## src/rtl/unit_fetch_pkg.sv

```systemverilog
// Shared types and constants for the instruction-fetch unit.
package unit_fetch_pkg;

    localparam int BUS_W  = 32;
    localparam int INST_W = 32;

    localparam logic [BUS_W-1:0] RESET_PC_DEF = 32'h0000_0000;

    // RUN: no stale responses pending. DRAIN: discarding responses to
    // requests issued before the last redirect.
    typedef enum logic {
        FETCH_RUN   = 1'b0,
        FETCH_DRAIN = 1'b1
    } fetch_state_t;

endpackage

```

## src/rtl/unit_fetch_fifo.sv

```systemverilog
// Synchronous instruction buffer holding {pc, instruction} pairs.
// Clear has priority over push and pop.
module unit_fetch_fifo #(
    parameter int WIDTH = 64,
    parameter int DEPTH = 2
) (
    input  logic                       clk,
    input  logic                       rst_n,
    input  logic                       push,
    input  logic [WIDTH-1:0]           wdata,
    input  logic                       pop,
    input  logic                       clear,
    output logic [WIDTH-1:0]           rdata,
    output logic                       full,
    output logic                       empty,
    output logic [$clog2(DEPTH):0]     count
);

    localparam int AW = $clog2(DEPTH);
    localparam int CW = AW + 1;

    logic [WIDTH-1:0] mem [DEPTH];
    logic [AW-1:0]    wr_ptr;
    logic [AW-1:0]    rd_ptr;
    logic             do_push;
    logic             do_pop;

    assign empty   = (count == '0);
    assign full    = (count == CW'(DEPTH));
    assign do_pop  = pop && !empty;
    assign do_push = push && (!full || do_pop);
    assign rdata   = mem[rd_ptr];

    // Storage array: written on accepted push.
    // NOTE: the data array has no reset; only pointers and count need one,
    // and leaving it out lets the array map onto plain registers/RAM.
    always_ff @(posedge clk) begin
        if (do_push && !clear) begin
            mem[wr_ptr] <= wdata;
        end
    end

    // Pointer and occupancy bookkeeping.
    // NOTE: state registers use non-blocking assignments so every flop
    // samples the pre-edge values, independent of statement order.
    always_ff @(posedge clk or negedge rst_n) begin
        if (!rst_n) begin
            wr_ptr <= '0;
            rd_ptr <= '0;
            count  <= '0;
        end else if (clear) begin
            wr_ptr <= '0;
            rd_ptr <= '0;
            count  <= '0;
        end else begin
            if (do_push) wr_ptr <= wr_ptr + AW'(1);
            if (do_pop)  rd_ptr <= rd_ptr + AW'(1);
            case ({do_push, do_pop})
                2'b10:   count <= count + CW'(1);
                2'b01:   count <= count - CW'(1);
                default: count <= count;
            endcase
        end
    end

endmodule

```

## src/rtl/unit_fetch.sv

```systemverilog
// Instruction-fetch unit: owns the fetch PC, issues in-order word fetches,
// buffers returned instructions with their PC, and handles jump redirects
// by flushing the buffer and discarding responses to stale requests.
module unit_fetch
    import unit_fetch_pkg::*;
#(
    parameter logic [BUS_W-1:0] RESET_PC  = RESET_PC_DEF,
    parameter int               BUF_DEPTH = 2
) (
    input  logic              clk_in,
    input  logic              rstn_in,
    input  logic              jumpEn_in,
    input  logic [BUS_W-1:0]  jumpAddr_in,
    output logic              imemReq_out,
    output logic [BUS_W-1:0]  imemAddr_out,
    input  logic              imemGnt_in,
    input  logic              imemRvalid_in,
    input  logic [INST_W-1:0] imemRdata_in,
    output logic              instValid_out,
    output logic [INST_W-1:0] inst_out,
    output logic [BUS_W-1:0]  instPc_out,
    input  logic              instReady_in,
    output logic              flush_out,
    output logic              jumpMisalign_out
);

    localparam int          CW      = $clog2(BUF_DEPTH) + 1;
    localparam logic [CW:0] DEPTH_C = (CW + 1)'(BUF_DEPTH);

    fetch_state_t           state, state_nxt;
    logic [CW-1:0]          kill_cnt, kill_nxt;
    logic [CW-1:0]          outstanding, out_nxt;
    logic [BUS_W-1:0]       fetch_pc;
    logic [BUS_W-1:0]       pc_tag;
    logic [BUS_W-1:0]       jump_target;
    logic                   run_q;
    logic                   fire;
    logic                   push;
    logic                   pop;
    logic [CW-1:0]          fifo_count;
    logic                   fifo_full;
    logic                   fifo_empty;
    logic [BUS_W+INST_W-1:0] fifo_head;
    logic [CW:0]            in_use;

    assign jump_target = {jumpAddr_in[BUS_W-1:2], 2'b00};
    assign in_use      = {1'b0, outstanding} + {1'b0, fifo_count};

    // A request is only made when a buffer slot is guaranteed for its response.
    assign imemReq_out  = run_q && !jumpEn_in && (in_use < DEPTH_C);
    assign imemAddr_out = fetch_pc;
    assign fire         = imemReq_out && imemGnt_in;

    // Responses are buffered only when no stale responses remain and no
    // redirect is clearing the buffer this cycle.
    assign push = imemRvalid_in && (state == FETCH_RUN) && !jumpEn_in;
    assign pop  = instValid_out && instReady_in && !jumpEn_in;

    assign out_nxt = outstanding + CW'(fire) - CW'(imemRvalid_in);

    assign instValid_out = !fifo_empty;
    assign inst_out      = instValid_out ? fifo_head[INST_W-1:0] : '0;
    assign instPc_out    = instValid_out ? fifo_head[BUS_W+INST_W-1:INST_W] : '0;

    unit_fetch_fifo #(
        .WIDTH (BUS_W + INST_W),
        .DEPTH (BUF_DEPTH)
    ) u_fifo (
        .clk   (clk_in),
        .rst_n (rstn_in),
        .push  (push),
        .wdata ({pc_tag, imemRdata_in}),
        .pop   (pop),
        .clear (jumpEn_in),
        .rdata (fifo_head),
        .full  (fifo_full),
        .empty (fifo_empty),
        .count (fifo_count)
    );

    // Kill-count FSM: next state and next kill count.
    // NOTE: every output of this block is given a default first, so no path
    // leaves a value unassigned and no latch is inferred.
    always_comb begin
        state_nxt = state;
        kill_nxt  = kill_cnt;
        if (jumpEn_in) begin
            kill_nxt  = out_nxt;
            state_nxt = (out_nxt != '0) ? FETCH_DRAIN : FETCH_RUN;
        end else begin
            case (state)
                FETCH_DRAIN: begin
                    if (imemRvalid_in) begin
                        kill_nxt = kill_cnt - CW'(1);
                        if (kill_cnt == CW'(1)) state_nxt = FETCH_RUN;
                    end
                end
                default: ;
            endcase
        end
    end

    // Kill-count FSM state register.
    always_ff @(posedge clk_in or negedge rstn_in) begin
        if (!rstn_in) begin
            state    <= FETCH_RUN;
            kill_cnt <= '0;
        end else begin
            state    <= state_nxt;
            kill_cnt <= kill_nxt;
        end
    end

    // Fetch PC, response PC tag, credit count and redirect pulses.
    always_ff @(posedge clk_in or negedge rstn_in) begin
        if (!rstn_in) begin
            fetch_pc         <= RESET_PC;
            pc_tag           <= RESET_PC;
            outstanding      <= '0;
            run_q            <= 1'b0;
            flush_out        <= 1'b0;
            jumpMisalign_out <= 1'b0;
        end else begin
            run_q            <= 1'b1;
            outstanding      <= out_nxt;
            flush_out        <= jumpEn_in;
            jumpMisalign_out <= jumpEn_in && (jumpAddr_in[1:0] != 2'b00);
            if (jumpEn_in) begin
                fetch_pc <= jump_target;
                pc_tag   <= jump_target;
            end else begin
                if (fire) fetch_pc <= fetch_pc + BUS_W'(4);
                if (push) pc_tag   <= pc_tag + BUS_W'(4);
            end
        end
    end

    // Credit accounting must keep the buffer from ever overflowing.
    assert property (@(posedge clk_in) disable iff (!rstn_in)
        !(push && fifo_full && !pop));

endmodule

```

## config.mk

```make
export PLATFORM = sky130hd
export DESIGN_NAME = unit_fetch
export DESIGN_NICKNAME = d
export VERILOG_FILES = /design/src/rtl/unit_fetch_pkg.sv /design/src/rtl/unit_fetch_fifo.sv /design/src/rtl/unit_fetch.sv
export SDC_FILE = /design/constraint.sdc
export NUM_CORES = 1
export LEC_CHECK = 0
export CAP_MARGIN = 20
export CORE_UTILIZATION = 38
export DETAILED_ROUTE_END_ITERATION = 7
export MAX_ROUTING_LAYER = met4
export PLACE_DENSITY = 0.59
export REMOVE_ABC_BUFFERS = 1
export SYNTH_ARGS = -nofsm -noshare
export SYNTH_HDL_FRONTEND = slang
export SYNTH_HIERARCHICAL = 1
export SYNTH_SLANG_ARGS = --single-unit
```

## constraint.sdc

```tcl
create_clock -name clk_in -period 8.15 [get_ports clk_in]
set_clock_uncertainty 0.1 [all_clocks]
set_input_delay 1.63 -clock clk_in [delete_from_list [all_inputs] [get_ports clk_in]]
set_output_delay 1.63 -clock clk_in [all_outputs]
set_load 0.02 [all_outputs]
```

==> out/results.ini, run 1 <==
[run_status]
status=completed

[placement]
routabilityCongestion=0.816
dp_hpwl_mm=13.4
dp.cells=1204
port-buffer-count=167

[critical_path]
worstPathCellList=buf_2, buf_4, nor4b_4, clkdlybuf4s50_1
start_kind=primary input
worstPathRequired_ps=6420
slowest_stage=clkdlybuf4s50_1
crit_buf_inv=3
cp_top_family=buffers and inverters
reg2reg_slack_ps=4890
end_kind=output pin
crit_type=primary input to output pin
crit_fanout=55
worst_path_largest_cell_delay_ps=690
crit_arrival_ps=3170

[timing]
worst_pin_slew_ps=964
timing.slew.headroom_pct=35.8
setup_viol=0
period_share_pct=60.1
worst_hold_slack_ps=411
slew_viol_final=0
fmax_mhz=204
rsz0062_at_grt=no
hold_violations=0
period_minus_slack_ps=4900

[die]
initial_core_util_pct=39.1
fp.dieArea_um2=26000
core_area_um2=24600
die_width_um=161
die_height_um=161
row_count=57
pin_count=170

[yosys]
synth-seq-cells=200
synth_top_area_share_pct=39.9
synth.cell_area_um2=9620
synthArstFlopShare_pct=36.0
synthCells=743
yosysMostFrequentCell=edfxtp_1
synth_edf_count=128
synth_top_area_cell=edfxtp_1
yosysUniqueCellTypes=56
netlist_top_cells_count=edfxtp_1, dfrtp_1, nor2b_1, mux2_4, nor2_1
synth_seq_area_share_pct=58.7
syn_avg_cell_area_um2=12.9
synth.area.top_cells=edfxtp_1, dfrtp_1, mux2_4, nor2b_1, mux2_2
yosysWarnings=6
synth_ff_type=edfxtp_1

[worst_hold_path]
hp-class=register to register

[layout]
nNetsFinal=975
final_layout_size_suffix_gt1_share_pct=14.6
final_cells=1236
diodes=0
final_core_util_pct=49.4
area_growth_pct=26.4

[clock_tree]
post-cts-setup-buffers=0
clk_pin_slew_worst_paths_ps=70
cts_tree=done
cts.path.max_buffers=2
cts.sink_count=200
clk_latency_ps=430
htree_levels=4
cts_root_buffer=clkbuf_16
cts_buffers=17
cts-resized-gates=0
hold_buffers=0

[global_route]
grtUsageTotal_pct=17.1
grt.overflow.total=0
first_global_vias=6225
grt_max_degree=75
grt_pass1_wl_mm=33.8
antenna_found_initial=0

[drt]
wl_per_cell_um=16.9
drc_errors=0
routed_via_density=5.22
routed_wl_mm=20.9
dr_total_vias=6456
ant_nets=0
drt-initial-drc-count=357
dr.pass1.iters=7

[pwr]
peakVddDrop_mv=0.109
power_density_nw_per_um2=204
leakagePower_nw=4.23
finalPower_mw=2.49

[run]
drv_cap=0

[cell type report]
| type | count | area [um^2] |
|---|---|---|
| well taps | 324 | 405 |
| fillers | 2157 | 12400 |
| clock buffers | 18 | 429 |
| multi-input cells | 491 | 3750 |
| repair buffers | 176 | 1730 |
| clock inverters | 14 | 150 |
| inverters | 13 | 48.8 |
| flip-flops and latches | 200 | 5650 |
[report_power, final]
part / internal (mW) / switching, mW
sequential: 1.15 / 0.0784
combinational: 0.204 / 0.218
clock: 0.455 / 0.376
[routing by layer]
layer	vias up	GRT usage (%)	wire, um	part of all wire (%)
met4	0	4.85	230	1.1
met1	3157	23.9	10200	49
li1	3098	-	-	-
met2	181	25.6	9570	46
met3	20	2.80	924	4.4
met5	-	-	0	0
[sequential cells by signal, indices dropped and copies added, names as in the netlist, 2 cells and up]
signal        count
imemAddr_out     30
kill_cnt          2
outstanding       2
pc_tag           30
u_fifo/count      2
u_fifo/mem      128
[logic make-up (layout without fill, tap and decap cells)]
logic type,Yosys count,after routing,share of synthesized area [%]
AND/OR/NAND/NOR,292,292,18.2
multiplexers,83,83,11.7
flip-flops,200,200,58.7
AO/OA/AOI/OAI,79,79,5.57
buffers and inverters,57,221,2.82
XOR/XNOR,24,24,2.18
other,2,7,0.0781
adder cells (fa/ha/maj),6,6,0.858
[path summary, 6_finish.rpt]
path,start,end,depth (start not counted)
worst max-delay path,jumpEn_in,imemReq_out,4
worst min-delay path,pc_tag[13],u_fifo/mem[1][45],0
worst max register to register,u_fifo/count[0],imemAddr_out[29],6
worst min register to register,pc_tag[13],u_fifo/mem[1][45],0
max in group asynchronous,rstn_in,u_fifo/rd_ptr,2
min in group asynchronous,rstn_in,flush_out,2
[worst reg2reg max path, cell delays in order, from the launching register on]
cell,delay (ps)
dfrtp_1,470
and2_1,190
fa_1,520
and4bb_2,570
nand3_1,490
or4_1,640
and4_1,180
[cell usage in the layout, fill, tap and decap left out, drive strengths merged, types with 3 or more instances in the layout]
| master | count |
|---|---|
| a211oi | 13 |
| a21oi | 11 |
| a311oi | 4 |
| a31oi | 17 |
| and2 | 9 |
| and3 | 10 |
| and4 | 20 |
| buf | 11 |
| clkbuf | 18 |
| clkdlybuf4s50 | 165 |
| clkinv | 3 |
| clkinvlp | 6 |
| conb | 7 |
| dfrtp | 72 |
| edfxtp | 128 |
| ha | 5 |
| inv | 16 |
| mux2 | 80 |
| mux2i | 3 |
| nand2 | 29 |
| nand2b | 5 |
| nand3 | 25 |
| nand4 | 22 |
| nor2 | 37 |
| nor2b | 70 |
| nor3 | 21 |
| nor4 | 14 |
| o21ai | 11 |
| o31ai | 13 |
| or3 | 3 |
| or4 | 17 |
| xnor2 | 17 |
| xor2 | 7 |
[metrics by stage]
stage,setup TNS (ps),instance area (um^2),setup WS (ps)
after global placement,0,11600,3250
after detailed placement,0,11600,3230
after floorplan,-40160,9420,-494
after CTS,0,12200,3220
final,0,12200,3250
after global routing,0,12200,3140
(Power assumes the default switching activity.)
==> inputs of run 2 (changes only) <==
--- a/config.mk
+++ b/config.mk
@@ -9,7 +9,7 @@
 export CORE_UTILIZATION = 38
 export DETAILED_ROUTE_END_ITERATION = 7
 export MAX_ROUTING_LAYER = met4
-export PLACE_DENSITY = 0.59
+export PLACE_DENSITY = 0.61
 export REMOVE_ABC_BUFFERS = 1
 export SYNTH_ARGS = -nofsm -noshare
 export SYNTH_HDL_FRONTEND = slang
==> constraint.sdc (replaced) <==
create_clock -name clk_in -period 4.42 [get_ports clk_in]
set_clock_uncertainty 0.1 [all_clocks]
set_input_delay 0.884 -clock clk_in [delete_from_list [all_inputs] [get_ports clk_in]]
set_output_delay 0.884 -clock clk_in [all_outputs]
set_load 0.02 [all_outputs]
==> out/results.ini, run 2 (synthesis gave the netlist of run 1 again) <==
[run_status]
status=completed

[critical_path]
end_kind=output pin
crit_fanout=7
ff2ff_path_depth=6
crit_type=register to output pin
reg2reg_slack_ps=1360
reg2reg_to=imemAddr_out[29]
critPathLaunch=u_fifo/count[0]
crit_arrival_ps=2710
r2r-start=u_fifo/count[0]
start_kind=register
worstPathRequired_ps=3440

[placement]
dp.cells=1204
pre_cts_ws_ps=967
dp_hpwl_mm=14.0
port-buffer-count=167
routabilityCongestion=0.848

[layout]
final_layout_size_suffix_gt1_share_pct=14.7
nNetsFinal=975
largest_reg_flops=128
regMostFlops=u_fifo/mem
diodes=0
final_cells=1236
layout_commonest_cell=clkdlybuf4s50_1
area_growth_pct=27.1
mostFrequentLayoutCells=clkdlybuf4s50_1, edfxtp_1, dfrtp_1, nor2b_1, mux2_4

[drt]
routed_wl_mm=21.3
wl_per_cell_um=17.2
drc_errors=0
ant_nets=0
dr_total_vias=6468
drt-initial-drc-count=306
routed_via_density=5.23
dr.pass1.iters=5

[clock_tree]
cts_root_buffer=clkbuf_16
clk_latency_ps=440
htree_levels=4
cts_tree=done
cts-resized-gates=0
cts_buffers=17
clk_pin_slew_worst_paths_ps=80
hold_buffers=0
cts.path.max_buffers=2
post-cts-setup-buffers=0
cts.sink_count=200

[run]
drv_cap=0

[die]
die_width_um=161
row_count=57
die_height_um=161
pin_count=170
fp.dieArea_um2=26000
core_area_um2=24600
initial_core_util_pct=39.1

[worst_hold_path]
hold_depth=0
worstHoldStart=pc_tag[31]
hp-class=register to register
holdPathEnd=u_fifo/mem[1][63]

[timing]
fin_setup_tns_ps=0
rsz0062_at_grt=no
hold_violations=0
period_share_pct=83.6
slew_viol_final=0
worst_pin_slew_ps=970
fin_ws_ps=726
timing.slew.headroom_pct=35.3
worst_hold_slack_ps=431
period_minus_slack_ps=3690
setup_viol=0
fmax_mhz=271

[global_route]
grt.overflow.total=0
antenna_found_initial=0
grt_pass1_wl_mm=34.0
grtUsageTotal_pct=17.4
grt_max_degree=74
first_global_vias=6350

[pwr]
power_density_nw_per_um2=379
peakVddDrop_mv=0.203
leakagePower_nw=4.27
finalPower_mw=4.63

[run 2: changes by cell type in the layout (fill, tap and decap cells not counted), sizes merged]
| cell | change |
|---|---|
| clkinv | +1 |
| clkinvlp | -4 |
| bufinv | -1 |
| clkbuf | -1 |
| inv | +5 |
[run 2: layout make-up]
class / instances / area (um^2)
clock buffers: 17 / 425
clock inverters: 15 / 178
fillers: 2217 / 12400
inverters: 13 / 48.8
multi-input cells: 491 / 3740
flip-flops and latches: 200 / 5650
well taps: 324 / 405
repair buffers: 176 / 1780
[run 2: worst max path at each step]
stage,depth (start not counted),slack (ps),to
2_1_floorplan,4,-3480,u_fifo/mem[1][0]
3_3_place_gp,6,1030,u_fifo/mem[1][24]
3_5_place_dp,6,970,u_fifo/mem[1][17]
4_1_cts,4,700,imemReq_out
5_1_grt,4,620,imemReq_out
6_report,4,730,imemReq_out
[run 2: critical path, cell delays in order, from the launching register on]
cell and delay, ps:
dfrtp_1 450, and2_1 180, fa_1 520, nor4b_4 430, clkdlybuf4s50_1 690
[run 2: through the flow]
stage	util (%)	instance area (um^2)
2_1_floorplan	-	9420
3_3_place_gp	47.2	11600
3_5_place_dp	47.2	11600
4_1_cts	49.7	12200
5_1_grt	49.7	12200
6_report	49.7	12200
[run 2: power breakdown]
part | leakage, nW | switching, mW | internal (mW)
Sequential | 1.99 | 0.143 | 2.13
Clock | 0.288 | 0.762 | 0.814
Combinational | 1.99 | 0.405 | 0.382
[run 2: routing by layer]
layer	GRT usage, %	vias to the layer above	wire length [um]
li1	-	3119	-
met1	23.5	3134	10100
met2	26.3	187	9860
met3	3.39	28	969
met4	5.62	0	365
met5	-	-	0
